`src/rtl/rca_pipe.sv`:
```
// rtl/rca_pipe.sv - pipelined ripple-carry add/subtract, one CHUNK-bit slice per stage
// Valid/ready handshake with global stall; carry and operand skew registered per stage.
module rca_pipe #(
  parameter int WIDTH = 16,
  parameter int CHUNK = 4
) (
  input  logic             clk,
  input  logic             rst,
  input  logic             in_valid,
  output logic             in_ready,
  input  logic [WIDTH-1:0] a,
  input  logic [WIDTH-1:0] b,
  input  logic             ci,
  input  logic             sub,
  output logic             out_valid,
  input  logic             out_ready,
  output logic [WIDTH-1:0] s,
  output logic             co,
  output logic             ovf
);

  localparam int STAGES = WIDTH / CHUNK;

  logic [WIDTH-1:0] a_q [STAGES];
  logic [WIDTH-1:0] b_q [STAGES];
  logic [WIDTH-1:0] s_q [STAGES];
  logic             c_q [STAGES];
  logic             v_q [STAGES];

  logic [WIDTH-1:0] a_n [STAGES];
  logic [WIDTH-1:0] b_n [STAGES];
  logic [WIDTH-1:0] s_n [STAGES];
  logic             c_n [STAGES];
  logic             v_n [STAGES];

  logic [WIDTH-1:0] b_eff;
  logic [CHUNK:0]   slice;
  logic             adv;

  // The whole pipe moves as one: any stall at the output freezes every stage.
  assign adv      = !v_q[STAGES-1] || out_ready;
  assign in_ready = adv;
  assign b_eff    = sub ? ~b : b;

  always_comb begin
    for (int k = 0; k < STAGES; k++) begin
      a_n[k] = '0;
      b_n[k] = '0;
      s_n[k] = '0;
      c_n[k] = 1'b0;
      v_n[k] = 1'b0;
    end
    slice = '0;

    slice  = {1'b0, a[CHUNK-1:0]} + {1'b0, b_eff[CHUNK-1:0]} + {{CHUNK{1'b0}}, ci ^ sub};
    a_n[0] = a;
    b_n[0] = b_eff;
    s_n[0][CHUNK-1:0] = slice[CHUNK-1:0];
    c_n[0] = slice[CHUNK];
    v_n[0] = in_valid;

    for (int k = 1; k < STAGES; k++) begin
      slice  = {1'b0, a_q[k-1][k*CHUNK +: CHUNK]} + {1'b0, b_q[k-1][k*CHUNK +: CHUNK]}
             + {{CHUNK{1'b0}}, c_q[k-1]};
      a_n[k] = a_q[k-1];
      b_n[k] = b_q[k-1];
      s_n[k] = s_q[k-1];
      s_n[k][k*CHUNK +: CHUNK] = slice[CHUNK-1:0];
      c_n[k] = slice[CHUNK];
      v_n[k] = v_q[k-1];
    end
  end

  always_ff @(posedge clk) begin
    if (rst) begin
      for (int k = 0; k < STAGES; k++) begin
        a_q[k] <= '0;
        b_q[k] <= '0;
        s_q[k] <= '0;
        c_q[k] <= 1'b0;
        v_q[k] <= 1'b0;
      end
    end else if (adv) begin
      for (int k = 0; k < STAGES; k++) begin
        a_q[k] <= a_n[k];
        b_q[k] <= b_n[k];
        s_q[k] <= s_n[k];
        c_q[k] <= c_n[k];
        v_q[k] <= v_n[k];
      end
    end
  end

  assign out_valid = v_q[STAGES-1];
  assign s         = s_q[STAGES-1];
  assign co        = c_q[STAGES-1];
  // Signed overflow: operands agree in sign but the result does not.
  assign ovf = (a_q[STAGES-1][WIDTH-1] == b_q[STAGES-1][WIDTH-1]) &&
               (s_q[STAGES-1][WIDTH-1] != a_q[STAGES-1][WIDTH-1]);

endmodule
```
`config.mk`:
```
export PLATFORM = sky130hd
export DESIGN_NAME = rca_pipe
export DESIGN_NICKNAME = d
export VERILOG_FILES = /design/src/rtl/rca_pipe.sv
export SDC_FILE = /design/constraint.sdc
export NUM_CORES = 1
export LEC_CHECK = 0
export CAP_MARGIN = 20
export CORE_MARGIN = 2
export CORE_UTILIZATION = 29
export CTS_BUF_LIST = sky130_fd_sc_hd__clkbuf_16
export CTS_CLUSTER_SIZE = 40
export DETAILED_ROUTE_END_ITERATION = 16
export PLACE_DENSITY = 0.5
export SLEW_MARGIN = 15
export SYNTH_ARGS = -nofsm -noshare
export SYNTH_HDL_FRONTEND = slang
export SYNTH_SLANG_ARGS = --single-unit
```
`constraint.sdc`:
```
create_clock -name clk -period 5.5 [get_ports clk]
set_input_delay 1.1 -clock clk [delete_from_list [all_inputs] [get_ports clk]]
set_output_delay 1.1 -clock clk [all_outputs]
set_load 0.02 [all_outputs]
```
==> summary by stage <==
Status
The run finished with clean final reports.

CTS
The level count of the clock H-tree is 3. In this run, post-CTS repair resized a total of 0 instances. In this run the post-CTS setup repair buffer count came out at 0. The hold buffer count at CTS is 0.

The number of clock sinks is 98. The longest clock path from root to sink contains 2 buffers. The number of buffers created by CTS is 9.

The clock tree from TritonCTS is yes. The clock transition time at the flip-flop clock pins of the worst setup and hold paths is 0.06 ns. At the later pin of the worst-skew pair, clock insertion delay measures 0.33 ns. In this run the clock root is driven by a sky130_fd_sc_hd__clkbuf_16.

Floorplanning
The initial utilization of the core area, before any placement, comes to approximately 29%. The die is 127 µm wide. In this run the core area contains 45 standard-cell rows. The overall die area is 16300 µm². The count of pins on the block boundary is 58.

The core region is 15000 µm². The die span in y is roughly 130 µm.

Worst setup path
The endpoint arrival time on the critical path is 2.34 ns. The start point of the critical path is out_ready. The worst setup path is launched from an input pin. The worst setup path is captured at an output port.

The startpoint of the most critical register-to-register path is v_q[3]. The critical path in this run is classified as in -> out. The maximum fanout encountered on the critical timing path is 2.

STA puts the critical path data required time at 4.40 ns.

Min path
The class of the tightest hold or removal check is reg -> reg. The worst hold path begins at s_q[0][0].

STA
Setup repair after global routing left no endpoint under its margin. The final number of hold-violating endpoints came to 0. The final worst hold slack is 0.550 ns.

The final number of max-transition violations is 0. The time the final worst path needs with I/O delays and setup is 3.44 ns. For the pin with the worst max-slew slack, the measured transition is 0.676 ns. After routing, the total negative slack on setup checks comes to 0 ns. The relative slew slack is 54.9%. For this run, the top clock speed supported by timing is between 200 and 300 MHz.

The share of the cycle needed by the critical path after routing is 62.6%. Setup violations remaining at the end of the flow were counted as 0. In the post-route analysis, the smallest setup slack over all paths is 2.06 ns. Across the routed clock network, the largest skew measured is 0.00761 ns.

Pwr
Across the VDD grid, the largest voltage drop is 0.000132 V. The leakage component of the power is 2.39 nW. The total power is 0.00164 W. The total power divided by cell area is 306 nW/µm².

Route
The final wirelength is 7080 µm. The pre-antenna-repair detailed-routing pass consisted of 4 iterations. The average via count per standard cell is 4.32.

Once detail routing completed, the nets flagged for antenna violations numbered 0. The initial DRC count is 179. The routed length per instance is 13.1 µm. The remaining routing DRC violations is 0. The total via count after detailed routing is 2333.

Finish
The count of antenna diodes in the layout is 0. The net total in the final layout is 407. The fraction of final layout cells with drive strength greater than 1 is between 5 and 6%. Leaving out fill and tap cells, the most frequent cells in the layout are sky130_fd_sc_hd__edfxtp_1, sky130_fd_sc_hd__and3_1, sky130_fd_sc_hd__clkdlybuf4s50_1, sky130_fd_sc_hd__nor2_1, sky130_fd_sc_hd__xnor2_1. After filler insertion, the fill cell instance count of the layout stands at roughly 1400. The commonest non-fill, non-tap cell in the layout is sky130_fd_sc_hd__edfxtp_1. The layout-stage area growth over the synthesis result is 21.1%. The core utilization of the finished layout is 35.6%.

Yosys
The area share of the largest cell type after synthesis is about two thirds. When the netlist entered floorplanning its net count stood at between 300 and 400. The number of different library cells in the post-synthesis netlist is 28. Summing the sequential cell areas from Yosys gives between 60 and 70% of the chip area. In this run the mean area of a mapped cell was around 15 µm².

The largest area contributor in the synthesized netlist is sky130_fd_sc_hd__edfxtp_1. The number of warning messages in the yosys log is 0. After synthesis the netlist holds a flip-flop and latch count of between 90 and 100. Synthesis handed over a netlist of 297 instances. By area the synthesized netlist is led by sky130_fd_sc_hd__edfxtp_1, sky130_fd_sc_hd__and3_1, sky130_fd_sc_hd__fa_1. Summing every instance area after synthesis gives between 4000 and 5000 µm².

GRT
The via count of the first global-routing pass is 2333. The maximum number of pins on one net before global-route repair is 81. Summed over all layers, the global routing overflow is 0. The met1 layer usage reported by global route is between 10% and 20%.

The initial antenna violation count is 0. In the global route stage, overall resource usage came out at roughly 9%. In this run the most used layer during global routing was met2. The first-pass GRT wire length is 11600 µm. In the global route stage, met3 resource usage came out at between 1.5 and 2%. The met2 track utilization from global routing is 14.8%.

Job
Max-cap violations in this run came to 0.

Placed design
The HPWL reported at the end of detailed placement is between 4000 and 5000 µm. The congestion estimate from routability-driven global placement came to approximately 0.67. Before CTS, the worst setup slack after placement is roughly 1.8 ns. Port buffering added 57 buffers.
-- cell type report --
cell class / count / area [µm²] / area share [%]
Clock inverter: 5 / 47.5 / 0.888
Inverter: 8 / 30.0 / 0.561
Multi-Input combinational cell: 170 / 1270 / 23.6
Sequential cell: 98 / 2940 / 55.0
Tap cell: 188 / 235 / 4.39
Timing Repair Buffer: 62 / 608 / 11.4
Clock buffer: 9 / 225 / 4.21
-- metrics by stage --
stage          instances  cell area [µm²]
2_1_floorplan        297             4420
5_1_grt              540             5360
3_3_place_gp         526             5080
4_1_cts              540             5360
6_report             540             5360
3_5_place_dp         526             5080
-- worst max-delay path, cell delays in order --
cell and delay, ns:
sky130_fd_sc_hd__clkdlybuf4s50_1 0.45, sky130_fd_sc_hd__nand2b_4 0.11, sky130_fd_sc_hd__clkdlybuf4s50_1 0.67
-- synthesized netlist by cell type --
| library cell | count |
|---|---|
| sky130_fd_sc_hd__buf_8 | 1 |
| sky130_fd_sc_hd__nand2_4 | 1 |
| sky130_fd_sc_hd__inv_2 | 1 |
| sky130_fd_sc_hd__nand2_1 | 2 |
| sky130_fd_sc_hd__clkbuf_1 | 6 |
| sky130_fd_sc_hd__ha_1 | 12 |
| sky130_fd_sc_hd__nand2b_1 | 1 |
| sky130_fd_sc_hd__fa_1 | 8 |
| sky130_fd_sc_hd__o21ai_0 | 2 |
| sky130_fd_sc_hd__nand3_1 | 4 |
| sky130_fd_sc_hd__buf_12 | 1 |
| sky130_fd_sc_hd__inv_1 | 7 |
| sky130_fd_sc_hd__buf_6 | 11 |
| sky130_fd_sc_hd__nor2_1 | 21 |
| sky130_fd_sc_hd__clkbuf_2 | 1 |
| sky130_fd_sc_hd__xor2_1 | 3 |
| sky130_fd_sc_hd__a21o_1 | 6 |
| sky130_fd_sc_hd__xnor2_1 | 17 |
| sky130_fd_sc_hd__nand2b_4 | 1 |
| sky130_fd_sc_hd__and3_1 | 72 |
| sky130_fd_sc_hd__edfxtp_1 | 98 |
| sky130_fd_sc_hd__nor3b_1 | 1 |
| sky130_fd_sc_hd__nor2b_1 | 2 |
| sky130_fd_sc_hd__nand3b_1 | 4 |
| sky130_fd_sc_hd__mux2i_1 | 3 |
| sky130_fd_sc_hd__a21oi_1 | 9 |
| sky130_fd_sc_hd__buf_2 | 1 |
| sky130_fd_sc_hd__nor3_1 | 1 |
-- layer usage --
layer	vias to the layer above	wire [µm]
met1	1093	3330
met2	44	3370
met5	-	0
li1	1186	-
met4	0	155
met3	10	219
-- registers in the layout, indices dropped and copies added, names as in the netlist --
name,count
b_q,25
a_q,25
c_q,4
v_q,4
s_q,40
-- power by group --
part | internal [W] | total, W | leakage [nW] | switching [W]
logic | 0.0000859 | 0.000159 | 1.09 | 0.0000730
clock network | 0.000342 | 0.000583 | 0.136 | 0.000241
registers | 0.000881 | 0.000897 | 1.16 | 0.0000164
total | 0.00131 | 0.00164 | 2.39 | 0.000330
-- final timing paths --
kind	end	cells past startpoint	slack (ns)
worst max-delay path	in_ready	3	2.06
worst min-delay path	s_q[1][0]	1	0.55
worst max register to register	b_q[0][8]	4	3.02
worst min register to register	s_q[1][0]	1	0.55
-- logic make-up after synthesis --
| group | synth area share [%] |
|---|---|
| and+or+nand+nor | 14.5 |
| muxes | 0.679 |
| adders and majority gates | 7.02 |
| AOI/OAI and AO/OA | 2.26 |
| xor gates and xnor gates | 3.96 |
| DFF | 66.5 |
| buffers and inverters | 5.01 |
Note: power is estimated with default switching activity, not from simulation.
